$ cat src/rtl/patternbuf_pkg.sv
// Shared types and defaults for the scan pattern buffer controller:
// buffer geometry, sequencer state encoding and the field-pointer decoder.
package patternbuf_pkg;

  localparam int BUF_WIDTH_DEF = 8;
  localparam int BUF_SIZE_DEF  = 32;
  localparam int ADDR_W_DEF    = $clog2(BUF_SIZE_DEF);

  typedef enum logic [1:0] {
    IDLE,
    LOAD_WAIT,
    LOAD_SHIFT,
    CPU_RD
  } pb_state_e;

  function automatic logic [BUF_SIZE_DEF-1:0] onehot(input logic [ADDR_W_DEF-1:0] addr);
    return BUF_SIZE_DEF'(1) << addr;
  endfunction

endpackage

$ cat src/rtl/patternbuf_if.sv
// Host-loader and CPU access port of the pattern buffer controller.
// master = host/CPU side, slave = controller side.
interface patternbuf_if
  import patternbuf_pkg::*;
#(
  parameter int BUF_WIDTH = BUF_WIDTH_DEF,
  parameter int BUF_SIZE  = BUF_SIZE_DEF
);
  localparam int ADDR_W = $clog2(BUF_SIZE);

  logic                 load_start;
  logic [BUF_WIDTH-1:0] load_data;
  logic                 load_valid;
  logic                 load_ready;
  logic                 load_busy;
  logic                 load_done;

  logic                 cpu_req;
  logic                 cpu_we;
  logic [ADDR_W-1:0]    cpu_addr;
  logic [BUF_WIDTH-1:0] cpu_wdata;
  logic                 cpu_gnt;
  logic [BUF_WIDTH-1:0] cpu_rdata;
  logic                 cpu_rvalid;

  modport master (
    output load_start, load_data, load_valid, cpu_req, cpu_we, cpu_addr, cpu_wdata,
    input  load_ready, load_busy, load_done, cpu_gnt, cpu_rdata, cpu_rvalid
  );

  modport slave (
    input  load_start, load_data, load_valid, cpu_req, cpu_we, cpu_addr, cpu_wdata,
    output load_ready, load_busy, load_done, cpu_gnt, cpu_rdata, cpu_rvalid
  );

endinterface

$ cat src/rtl/patternbuf_shifter.sv
// Byte-to-serial shifter feeding the buffer scan chain, MSB first.
// With PATBUF_UNLOAD_EN defined it also reassembles sout into unload bytes.
module patternbuf_shifter
  import patternbuf_pkg::*;
#(
  parameter int BUF_WIDTH = BUF_WIDTH_DEF
) (
  input  logic                 clk,
  input  logic                 reset,
  input  logic                 start_i,
  input  logic [BUF_WIDTH-1:0] data_i,
  output logic                 ssel_o,
  output logic                 sin_o,
  output logic                 last_o
`ifdef PATBUF_UNLOAD_EN
  ,
  input  logic                 sout_i,
  output logic [BUF_WIDTH-1:0] unload_data_o,
  output logic                 unload_valid_o
`endif
);

  localparam int CNT_W = $clog2(BUF_WIDTH);

  logic [BUF_WIDTH-1:0] shreg_q;
  logic [CNT_W-1:0]     bit_cnt_q;
  logic                 active_q;
  logic                 sin_q;

  assign last_o = active_q && (bit_cnt_q == CNT_W'(BUF_WIDTH - 1));
  assign ssel_o = active_q;
  assign sin_o  = sin_q;

  // NOTE: state registers use non-blocking assignments so every flop samples
  // pre-edge values regardless of statement order.
  always_ff @(posedge clk or posedge reset) begin
    if (reset) begin
      shreg_q   <= '0;
      bit_cnt_q <= '0;
      active_q  <= 1'b0;
      sin_q     <= 1'b0;
    end else if (start_i) begin
      active_q  <= 1'b1;
      sin_q     <= data_i[BUF_WIDTH-1];
      shreg_q   <= {data_i[BUF_WIDTH-2:0], 1'b0};
      bit_cnt_q <= '0;
    end else if (active_q) begin
      if (last_o) begin
        active_q <= 1'b0;
        sin_q    <= 1'b0;
      end else begin
        sin_q     <= shreg_q[BUF_WIDTH-1];
        shreg_q   <= {shreg_q[BUF_WIDTH-2:0], 1'b0};
        bit_cnt_q <= bit_cnt_q + CNT_W'(1);
      end
    end
  end

`ifdef PATBUF_UNLOAD_EN
  logic [BUF_WIDTH-2:0] des_q;
  logic [BUF_WIDTH-1:0] unload_data_q;
  logic                 unload_valid_q;

  // sout shows the outgoing bit before the chain moves on this shift cycle.
  always_ff @(posedge clk or posedge reset) begin
    if (reset) begin
      des_q          <= '0;
      unload_data_q  <= '0;
      unload_valid_q <= 1'b0;
    end else begin
      unload_valid_q <= 1'b0;
      if (active_q) begin
        des_q <= {des_q[BUF_WIDTH-3:0], sout_i};
        if (last_o) begin
          unload_data_q  <= {des_q, sout_i};
          unload_valid_q <= 1'b1;
        end
      end
    end
  end

  assign unload_data_o  = unload_data_q;
  assign unload_valid_o = unload_valid_q;
`endif

endmodule

$ cat src/rtl/patternbuf_ctrl.sv
// Sequencer/arbiter sharing the scan pattern buffer between CPU field access and
// a host serial loader. PATBUF_UNLOAD_EN adds the unload_data/unload_valid outputs.
module patternbuf_ctrl
  import patternbuf_pkg::*;
#(
  parameter int BUF_WIDTH = BUF_WIDTH_DEF,
  parameter int BUF_SIZE  = BUF_SIZE_DEF
) (
  input  logic                 clk,
  input  logic                 reset,
  patternbuf_if.slave          bus,
  output logic [BUF_SIZE-1:0]  fieldp,
  output logic                 field_write,
  output logic [BUF_WIDTH-1:0] field_in,
  input  logic [BUF_WIDTH-1:0] field_byte,
  output logic                 ssel,
  output logic                 sin,
  input  logic                 sout
`ifdef PATBUF_UNLOAD_EN
  ,
  output logic [BUF_WIDTH-1:0] unload_data,
  output logic                 unload_valid
`endif
);

  localparam int ADDR_W = $clog2(BUF_SIZE);
  localparam logic [ADDR_W-1:0] LAST_FIELD = ADDR_W'(BUF_SIZE - 1);

  pb_state_e            state_q;
  logic [ADDR_W-1:0]    byte_cnt_q;
  logic [BUF_SIZE-1:0]  fieldp_q;
  logic                 field_write_q;
  logic [BUF_WIDTH-1:0] field_in_q;
  logic [BUF_WIDTH-1:0] rdata_q;
  logic                 rvalid_q;
  logic                 load_ready_q;
  logic                 load_busy_q;
  logic                 load_done_q;
  logic                 shift_start;
  logic                 shift_last;

  // A load request takes priority over a CPU request arriving in the same cycle.
  assign bus.cpu_gnt = bus.cpu_req & (state_q == IDLE) & ~bus.load_start;
  assign shift_start = load_ready_q & bus.load_valid;

  patternbuf_shifter #(.BUF_WIDTH(BUF_WIDTH)) u_shifter (
    .clk            (clk),
    .reset          (reset),
    .start_i        (shift_start),
    .data_i         (bus.load_data),
    .ssel_o         (ssel),
    .sin_o          (sin),
    .last_o         (shift_last)
`ifdef PATBUF_UNLOAD_EN
    ,
    .sout_i         (sout),
    .unload_data_o  (unload_data),
    .unload_valid_o (unload_valid)
`endif
  );

`ifndef PATBUF_UNLOAD_EN
  logic unused_sout;
  assign unused_sout = sout;
`endif

  always_ff @(posedge clk or posedge reset) begin
    if (reset) begin
      state_q       <= IDLE;
      byte_cnt_q    <= '0;
      fieldp_q      <= '0;
      field_write_q <= 1'b0;
      field_in_q    <= '0;
      rdata_q       <= '0;
      rvalid_q      <= 1'b0;
      load_ready_q  <= 1'b0;
      load_busy_q   <= 1'b0;
      load_done_q   <= 1'b0;
    end else begin
      fieldp_q      <= '0;
      field_write_q <= 1'b0;
      rvalid_q      <= 1'b0;
      load_done_q   <= 1'b0;
      case (state_q)
        IDLE: begin
          if (bus.load_start) begin
            state_q      <= LOAD_WAIT;
            byte_cnt_q   <= '0;
            load_ready_q <= 1'b1;
            load_busy_q  <= 1'b1;
          end else if (bus.cpu_gnt) begin
            fieldp_q <= BUF_SIZE'(onehot(ADDR_W_DEF'(bus.cpu_addr)));
            if (bus.cpu_we) begin
              field_write_q <= 1'b1;
              field_in_q    <= bus.cpu_wdata;
            end else begin
              state_q <= CPU_RD;
            end
          end
        end
        LOAD_WAIT: begin
          if (shift_start) begin
            state_q      <= LOAD_SHIFT;
            load_ready_q <= 1'b0;
          end
        end
        LOAD_SHIFT: begin
          if (shift_last) begin
            if (byte_cnt_q == LAST_FIELD) begin
              state_q     <= IDLE;
              load_busy_q <= 1'b0;
              load_done_q <= 1'b1;
            end else begin
              state_q      <= LOAD_WAIT;
              byte_cnt_q   <= byte_cnt_q + ADDR_W'(1);
              load_ready_q <= 1'b1;
            end
          end
        end
        CPU_RD: begin
          rdata_q  <= field_byte;
          rvalid_q <= 1'b1;
          state_q  <= IDLE;
        end
        default: state_q <= IDLE;
      endcase
    end
  end

  assign fieldp         = fieldp_q;
  assign field_write    = field_write_q;
  assign field_in       = field_in_q;
  assign bus.cpu_rdata  = rdata_q;
  assign bus.cpu_rvalid = rvalid_q;
  assign bus.load_ready = load_ready_q;
  assign bus.load_busy  = load_busy_q;
  assign bus.load_done  = load_done_q;

endmodule

$ cat src/flat_wrapper.sv
// flat-port wrapper written by rule: the top's interface ports become plain ports
module patternbuf_ctrl_flat import patternbuf_pkg::*;
#(
  parameter int BUF_WIDTH = BUF_WIDTH_DEF,
  parameter int BUF_SIZE  = BUF_SIZE_DEF
)
  (clk, reset, fieldp, field_write, field_in, field_byte, ssel, sin, sout, bus_load_start, bus_load_data, bus_load_valid, bus_cpu_req, bus_cpu_we, bus_cpu_addr, bus_cpu_wdata, bus_load_ready, bus_load_busy, bus_load_done, bus_cpu_gnt, bus_cpu_rdata, bus_cpu_rvalid);
  patternbuf_if #(.BUF_WIDTH(BUF_WIDTH), .BUF_SIZE(BUF_SIZE)) bus_i ();
  input  logic clk;
  input  logic reset;
  output logic [BUF_SIZE-1:0] fieldp;
  output logic field_write;
  output logic [BUF_WIDTH-1:0] field_in;
  input  logic [BUF_WIDTH-1:0] field_byte;
  output logic ssel;
  output logic sin;
  input  logic sout;
  input wire logic [$bits(bus_i.load_start)-1:0] bus_load_start;
  input wire logic [$bits(bus_i.load_data)-1:0] bus_load_data;
  input wire logic [$bits(bus_i.load_valid)-1:0] bus_load_valid;
  input wire logic [$bits(bus_i.cpu_req)-1:0] bus_cpu_req;
  input wire logic [$bits(bus_i.cpu_we)-1:0] bus_cpu_we;
  input wire logic [$bits(bus_i.cpu_addr)-1:0] bus_cpu_addr;
  input wire logic [$bits(bus_i.cpu_wdata)-1:0] bus_cpu_wdata;
  output wire logic [$bits(bus_i.load_ready)-1:0] bus_load_ready;
  output wire logic [$bits(bus_i.load_busy)-1:0] bus_load_busy;
  output wire logic [$bits(bus_i.load_done)-1:0] bus_load_done;
  output wire logic [$bits(bus_i.cpu_gnt)-1:0] bus_cpu_gnt;
  output wire logic [$bits(bus_i.cpu_rdata)-1:0] bus_cpu_rdata;
  output wire logic [$bits(bus_i.cpu_rvalid)-1:0] bus_cpu_rvalid;
  assign bus_i.load_start = bus_load_start;
  assign bus_i.load_data = bus_load_data;
  assign bus_i.load_valid = bus_load_valid;
  assign bus_i.cpu_req = bus_cpu_req;
  assign bus_i.cpu_we = bus_cpu_we;
  assign bus_i.cpu_addr = bus_cpu_addr;
  assign bus_i.cpu_wdata = bus_cpu_wdata;
  assign bus_load_ready = bus_i.load_ready;
  assign bus_load_busy = bus_i.load_busy;
  assign bus_load_done = bus_i.load_done;
  assign bus_cpu_gnt = bus_i.cpu_gnt;
  assign bus_cpu_rdata = bus_i.cpu_rdata;
  assign bus_cpu_rvalid = bus_i.cpu_rvalid;
  patternbuf_ctrl #(.BUF_WIDTH(BUF_WIDTH), .BUF_SIZE(BUF_SIZE)) u_core (.clk(clk), .reset(reset), .bus(bus_i), .fieldp(fieldp), .field_write(field_write), .field_in(field_in), .field_byte(field_byte), .ssel(ssel), .sin(sin), .sout(sout));
endmodule
$ cat config.mk
export PLATFORM = sky130hd
export DESIGN_NAME = patternbuf_ctrl_flat
export DESIGN_NICKNAME = d
export VERILOG_FILES = /design/src/rtl/patternbuf_pkg.sv /design/src/rtl/patternbuf_if.sv /design/src/rtl/patternbuf_shifter.sv /design/src/rtl/patternbuf_ctrl.sv /design/src/flat_wrapper.sv
export SDC_FILE = /design/constraint.sdc
export NUM_CORES = 1
export LEC_CHECK = 0
export ABC_CLOCK_PERIOD_IN_PS = 2800
export CORE_MARGIN = 2
export CORE_UTILIZATION = 45
export CTS_BUF_LIST = sky130_fd_sc_hd__clkbuf_4 sky130_fd_sc_hd__clkbuf_8
export DETAILED_ROUTE_END_ITERATION = 8
export PLACE_DENSITY = 0.77
export SLEW_MARGIN = 15
export SYNTH_ARGS = -nofsm -noshare
export SYNTH_HDL_FRONTEND = slang
export SYNTH_SLANG_ARGS = --single-unit
$ cat constraint.sdc
create_clock -name clk -period 2.8 [get_ports clk]
set_clock_uncertainty 0.2 [all_clocks]
set_input_delay 0.42 -clock clk [delete_from_list [all_inputs] [get_ports clk]]
set_output_delay 0.42 -clock clk [all_outputs]
set_load 0.005 [all_outputs]
==> flow_summary.toml, run 1 <==
[sta]
max_freq_mhz = 388.2
final-max-slew-violation-count = 0
fin_crit_sh_pct = 91.99
finalSetupViolCount = 0
rsz0062_at_grt = "false"
worstMarginPinSlew_ns = 0.5695
finalHoldViolations = 0
timing.final.crit_period_ns = 2.576
maxSlewHeadroom_pct = 62.04
setup_tns_ns = 0

[cts]
post_cts_resized = 0
cts_max_level = 3
clockBufferDepth = 2
clkTransAtPathRegs_ns = 0.07
numCtsBuffers = 9
cts.sinks = 72
cts_tree = "built"
cts_root_buf = "clkbuf_8"
hold_buffers = 0
clk_latency_ns = 0.33
post_cts_buffers = 0

[placement]
portBuffers = 90
dp.final_hpwl_um = 4380
post-place-cells = 390
place_congestion = 0.7589

[detailed_routing]
drc_errors = 0
vias = 2064
routed_wirelength_um = 6131
drt-initial-drc-count = 79
wire_per_inst_um = 15.10
dr.pass1.iters = 4
ant_nets = 0
viasPerCell = 5.084

[worst_setup_path]
arrival_ns = 1.96
crit_buf_inv = 2
path_max_fanout = 5
r2r-start = "u_core.byte_cnt_q[0]"
slowest_delay_ns = 0.59
cp-start-kind = "input port"
slowest_stage = "clkdlybuf4s50_1"
cp_common_cell = "clkdlybuf4s50_1"
crit_type = "in2out"
path_cells = "clkdlybuf4s50_1, nor4b_4, clkdlybuf4s50_1"
endpoint_kind = "primary output"
path_delay_family = "buffers and inverters"
crit_required_ns = 2.18
worstSetupStartpoint = "bus_load_start"

[layout]
fill_cells = 462
syn2layout_area_growth_pct = 42.98
layout.cells.non_filler = 406
drive_gt1_share_pct = 12.08
regArea_mm2 = 0.001802
n_antenna_cell = 0
final_nets = 366
multi_input_area_um2 = 924.6

[logic_synthesis]
yosysTopAreaCell = "dfrtp_1"
synthTopCellsByCount = "72 x dfrtp_1, 39 x nor2_1, 17 x nand2_1"
yosysMostFrequentCell = "dfrtp_1"
synth_edf_count = 0
synth-seq-area-share_pct = 64.60
ys_types = 34
async_flop_share_pct = 100.0
synthTopCellsByArea = "dfrtp_1 65%, mux2_2 6.5%, nor2_1 5.2%"
ys.flop_type = "dfrtp_1"
synth_top_area_share_pct = 64.60
syn_inst = 230
ys_ff_latch = 72
syn-num-nets = 270
post_synth.cell_area_avg_um2 = 12.13
ys_warn_count = 0
syn_area_mm2 = 0.002789

[pwr]
p_total_w = 0.003110
powerDensity_mw_per_mm2 = 780.0
peakVddDrop_v = 0.0004834
leakage_nw = 1.826

[floorplan]
start_util_pct = 46.83
core_area_mm2 = 0.005956
ioPinCount = 92
rows = 28
dieArea_mm2 = 0.006843
die_h_um = 82.73
dieWidth_um = 82.73

[global_routing]
grt_pass1_vias = 2048
grt_start_max_net_pins = 55
grt_usage_pct = 19.11
antenna_found_initial = 0
grt_first_pass_wirelength_um = 9563
overflow = 0

[min_path]
hold_path.class = "in2async"

[job]
maxCapViolCount = 0

[outcome]
outcome = "finished, final reports clean"
area by class of cell:
class	instances	share of cell area, %
Timing Repair Buffer	93	23.47
Inverter	8	0.7531
Multi-Input combinational cell	142	23.19
Tap cell	75	2.353
Clock inverter	5	1.412
Clock buffer	11	3.640
Sequential cell	72	45.18
layout by cell type (no fill, tap or decap), drive strengths merged, types with 2 or more instances in the layout:
master,netlist,layout
clkinv,0,3
nand2,18,18
nand2b,5,5
inv,8,8
ha,4,4
o21ai,12,12
a21oi,5,5
o211ai,2,2
nor2b,3,3
mux2,16,16
clkdlybuf4s50,0,90
mux2i,10,10
nand4b,3,3
nand3,5,5
clkbuf,3,11
a22oi,2,2
buf,5,3
dfrtp,72,72
nor2,39,39
nand3b,4,4
logic make-up (layout without fill, tap and decap cells):
family / Yosys count / in the layout / share of synthesized area (%)
fa+ha+maj: 4 / 4 / 1.795
flops: 72 / 72 / 64.60
mux: 26 / 26 / 10.05
simple gates: 84 / 84 / 15.07
buf+inv: 16 / 117 / 2.243
xor+xnor: 1 / 1 / 0.3141
compound gates: 27 / 27 / 5.922
through the flow:
stage          worst slack, ns  instance area [µm²]  hold WS (ns)  utilization [%]
6_report                0.2243                 3988        0.2083            66.95
5_1_grt                 0.1882                 3988        0.2488            66.95
4_1_cts                 0.2294                 3988        0.2109            66.95
3_5_place_dp            0.2336                 3786        0.2941            63.57
3_3_place_gp            0.2765                 3786        0.2871            63.57
2_1_floorplan           0.3551                 2789        0.2757                -
routing by layer:
layer	up-vias	global-route usage (%)	share of wire, %
met4	0	9.672	1.9
met1	1040	24.26	43
met3	7	5.761	5.4
met5	-	0	0
li1	967	-	-
met2	50	29.76	50
sequential cells by signal, summed over array words and instances (netlist names), 2 cells and up:
register,count
u_core.u_shifter.bit_cnt_q,3
u_core.bus.cpu_rdata,8
u_core.byte_cnt_q,5
u_core.state_q,2
u_core.fieldp,32
u_core.field_in,8
u_core.u_shifter.shreg_q,7
report_power, final:
| part | total (W) | switching, W | internal (W) |
|---|---|---|---|
| Sequential | 0.00144 | 0.000169 | 0.00128 |
| Combinational | 0.000846 | 0.000316 | 0.000530 |
| Clock | 0.000819 | 0.000375 | 0.000445 |
worst paths after layout:
path	to	slack (ns)	depth (start not counted)
min in group clk	u_core.field_in[3]	0.31	1
max reg2reg	u_core.byte_cnt_q[3]	0.65	6
min reg2reg	u_core.field_in[3]	0.31	1
max in group asynchronous	u_core.fieldp[17]	1.59	3
max	bus_cpu_gnt	0.22	3
min	u_core.field_write	0.21	2
(Power assumes the default switching activity.)
==> run 2, diff against run 1 <==
--- a/config.mk
+++ b/config.mk
@@ -10,8 +10,9 @@
 export CORE_UTILIZATION = 45
 export CTS_BUF_LIST = sky130_fd_sc_hd__clkbuf_4 sky130_fd_sc_hd__clkbuf_8
 export DETAILED_ROUTE_END_ITERATION = 8
+export GPL_ROUTABILITY_DRIVEN = 0
 export PLACE_DENSITY = 0.77
-export SLEW_MARGIN = 15
+export SLEW_MARGIN = 10
 export SYNTH_ARGS = -nofsm -noshare
 export SYNTH_HDL_FRONTEND = slang
 export SYNTH_SLANG_ARGS = --single-unit
==> results of run 2 <==
The final DEF is identical to that of run 1; final timing and power are the same.
==> run 3, diff against run 2 <==
--- a/config.mk
+++ b/config.mk
@@ -11,8 +11,9 @@
 export CTS_BUF_LIST = sky130_fd_sc_hd__clkbuf_4 sky130_fd_sc_hd__clkbuf_8
 export DETAILED_ROUTE_END_ITERATION = 8
 export GPL_ROUTABILITY_DRIVEN = 0
-export PLACE_DENSITY = 0.77
+export PLACE_DENSITY = 0.76
 export SLEW_MARGIN = 10
 export SYNTH_ARGS = -nofsm -noshare
 export SYNTH_HDL_FRONTEND = slang
+export SYNTH_HIERARCHICAL = 1
 export SYNTH_SLANG_ARGS = --single-unit
==> run 3 against run 2 <==
Synthesized area increased by 1.2%; design area increased by 0.57%; register-to-register slack worse by 0.09 ns; cell count fell by 0.74%; combinational power up 12%; critical endpoint unchanged.
==> flow_summary.toml, run 3 <==
[logic_synthesis]
ys_warn_count = 6
yosysTopAreaCell = "dfrtp_1"
yosysMostFrequentCell = "dfrtp_1"
synth_top_area_share_pct = 63.86
synth_edf_count = 0
async_flop_share_pct = 100.0
ys_ff_latch = 72
post_synth.cell_area_avg_um2 = 12.21
synth-seq-area-share_pct = 63.86
synthSimpleGateAreaFrac_pct = 14.81
ys.flop_type = "dfrtp_1"
synth-compound-area-share_pct = 6.475
muxShareOfSynthArea_pct = 9.623
synth_top_family_by_area = "simple AND/OR/NAND/NOR gates"
synth_xor_area_share_pct = 0.3104
synth_fa_ha_area_share_pct = 1.774
synthTopCellsByArea = "dfrtp_1 64%, mux2_2 6.8%, nor2_1 4.9%"
syn-num-nets = 271
syn_inst = 231
syn_area_mm2 = 0.002821
ys_types = 38
synthTopCellsByCount = "72 x dfrtp_1, 37 x nor2_1, 17 x mux2_2"

[sta]
setup_tns_ns = 0
fin_crit_sh_pct = 87.58
finalWorstSetupSlack_ns = 0.3479
rsz0062_at_grt = "false"
maxSlewHeadroom_pct = 54.55
worstMarginPinSlew_ns = 0.6818
finalSetupViolCount = 0
timing.final.crit_period_ns = 2.452
max_freq_mhz = 407.8
final-max-slew-violation-count = 0
finalHoldViolations = 0

[cts]
clkTransAtPathRegs_ns = 0.07
cts_root_buf = "clkbuf_8"
numCtsBuffers = 9
clockBufferDepth = 2
clk_latency_ns = 0.33
post_cts_buffers = 0
cts_tree = "built"
post_cts_resized = 0
cts_max_level = 3
cts.sinks = 72
hold_buffers = 0

[layout]
syn2layout_area_growth_pct = 42.13
n_antenna_cell = 0
layout.cells.non_filler = 403
final_util_pct = 66.94
final_common_cell = "clkdlybuf4s50_1"
final_nets = 363
layout_common_cells = "90 x clkdlybuf4s50_1, 72 x dfrtp_1, 37 x nor2_1"
largest_reg_flops = 32
drive_gt1_share_pct = 12.80

[floorplan]
ioPinCount = 92
start_util_pct = 47.10
die_h_um = 83.18
core_area_mm2 = 0.005991
dieWidth_um = 83.18
dieArea_mm2 = 0.006919
rows = 28

[detailed_routing]
vias = 2011
viasPerCell = 4.990
drt-initial-drc-count = 74
routed_wirelength_um = 5825
drc_errors = 0
ant_nets = 0
dr.pass1.iters = 4
wire_per_inst_um = 14.45

[worst_setup_path]
slowest_stage = "clkdlybuf4s50_1"
path_max_fanout = 4
cp_common_cell = "clkdlybuf4s50_1"
path_cells = "clkdlybuf4s50_1, nor4b_4, clkdlybuf4s50_1"
arrival_ns = 1.83
slowest_delay_ns = 0.58
r2r_cells = 6
endpoint_kind = "primary output"
crit_required_ns = 2.18
crit_type = "in2out"
cp-start-kind = "input port"

[pwr]
p_total_w = 0.003311
powerDensity_mw_per_mm2 = 825.8
peakVddDrop_v = 0.0004708
leakage_nw = 1.793

[placement]
post-place-cells = 387
portBuffers = 90
dp.final_hpwl_um = 4175
place_ws_ns = 0.3307

[global_routing]
grt_start_max_net_pins = 61
grt_pass1_vias = 2051
antenna_found_initial = 0
overflow = 0
grt_usage_pct = 17.98
grt_first_pass_wirelength_um = 9735

[outcome]
outcome = "finished, final reports clean"

[min_path]
hold_path.class = "in2async"

[job]
maxCapViolCount = 0
==> run 3: cell count changes in the layout (fill, tap and decap cells not counted), moves of 2 or more <==
cell / before / now
a22o_1: 0 / 5
a22oi_1: 2 / 0
a2bb2oi_1: 0 / 2
clkbuf_4: 1 / 3
mux2i_1: 10 / 8
nand4b_1: 3 / 0
nor2_1: 39 / 37
nor3b_1: 0 / 2
o21ai_0: 12 / 7
o21ai_1: 0 / 5
==> run 3: per-layer routing <==
metal / vias up / track usage, % / share of wire [%]
li1: 960 / - / -
met1: 971 / 22.63 / 41
met2: 71 / 28.23 / 50
met3: 9 / 5.865 / 6.8
met4: 0 / 8.495 / 1.9
met5: - / 0 / 0
==> run 3: final cells by class <==
cell class | count | area, µm²
fill | 460 | 1981
inverter | 8 | 30.03
tap | 75 | 93.84
multi-input combinational | 140 | 930.9
clock inverter | 3 | 65.06
clock buffer | 13 | 160.2
timing repair buffer | 92 | 928.4
sequential | 72 | 1802
==> run 3: cell families (layout without fill, tap and decap cells) <==
family,count (synthesis),in the layout
XOR/XNOR,1,1
buffers and inverters,19,116
AND/OR/NAND/NOR,82,82
adder cells (fa/ha/maj),4,4
flip-flops,72,72
AO/OA/AOI/OAI,28,28
multiplexers,25,25
==> run 3: path summary, 6_finish.rpt <==
| kind | from | endpoint | slack [ns] |
|---|---|---|---|
| worst max-delay path | bus_load_start | bus_cpu_gnt | 0.35 |
| max in group asynchronous | reset | u_core/u_shifter/bit_cnt_q[2] | 1.83 |
| worst max register to register | u_core/byte_cnt_q[0] | u_core/byte_cnt_q[3] | 0.56 |
| min in group clk | u_core/bus.cpu_rdata[2] | u_core/bus.cpu_rdata[2] | 0.31 |
| worst min-delay path | reset | u_core/u_shifter/shreg_q[5] | 0.25 |
| worst min register to register | u_core/bus.cpu_rdata[2] | u_core/bus.cpu_rdata[2] | 0.31 |
==> run 3: metrics by stage <==
step / instance area (µm²) / hold slack [ns]
2_1_floorplan: 2821 / 0.08470
3_3_place_gp: 3785 / 0.2880
3_5_place_dp: 3785 / 0.2919
4_1_cts: 4010 / 0.2491
5_1_grt: 4010 / 0.3053
6_report: 4010 / 0.2455
==> run 3: worst max-delay path: cells and delay by family <==
kind          cells  cell delay, ns
buf+inv           2            1.09
simple gates      1            0.31
==> run 3: power by group <==
group	leakage [nW]	internal, W	total, W	switching, W
logic	0.734	0.000587	0.000944	0.000357
registers	0.941	0.00129	0.00147	0.000182
clock network	0.118	0.000555	0.000899	0.000344
total	1.79	0.00243	0.00331	0.000882
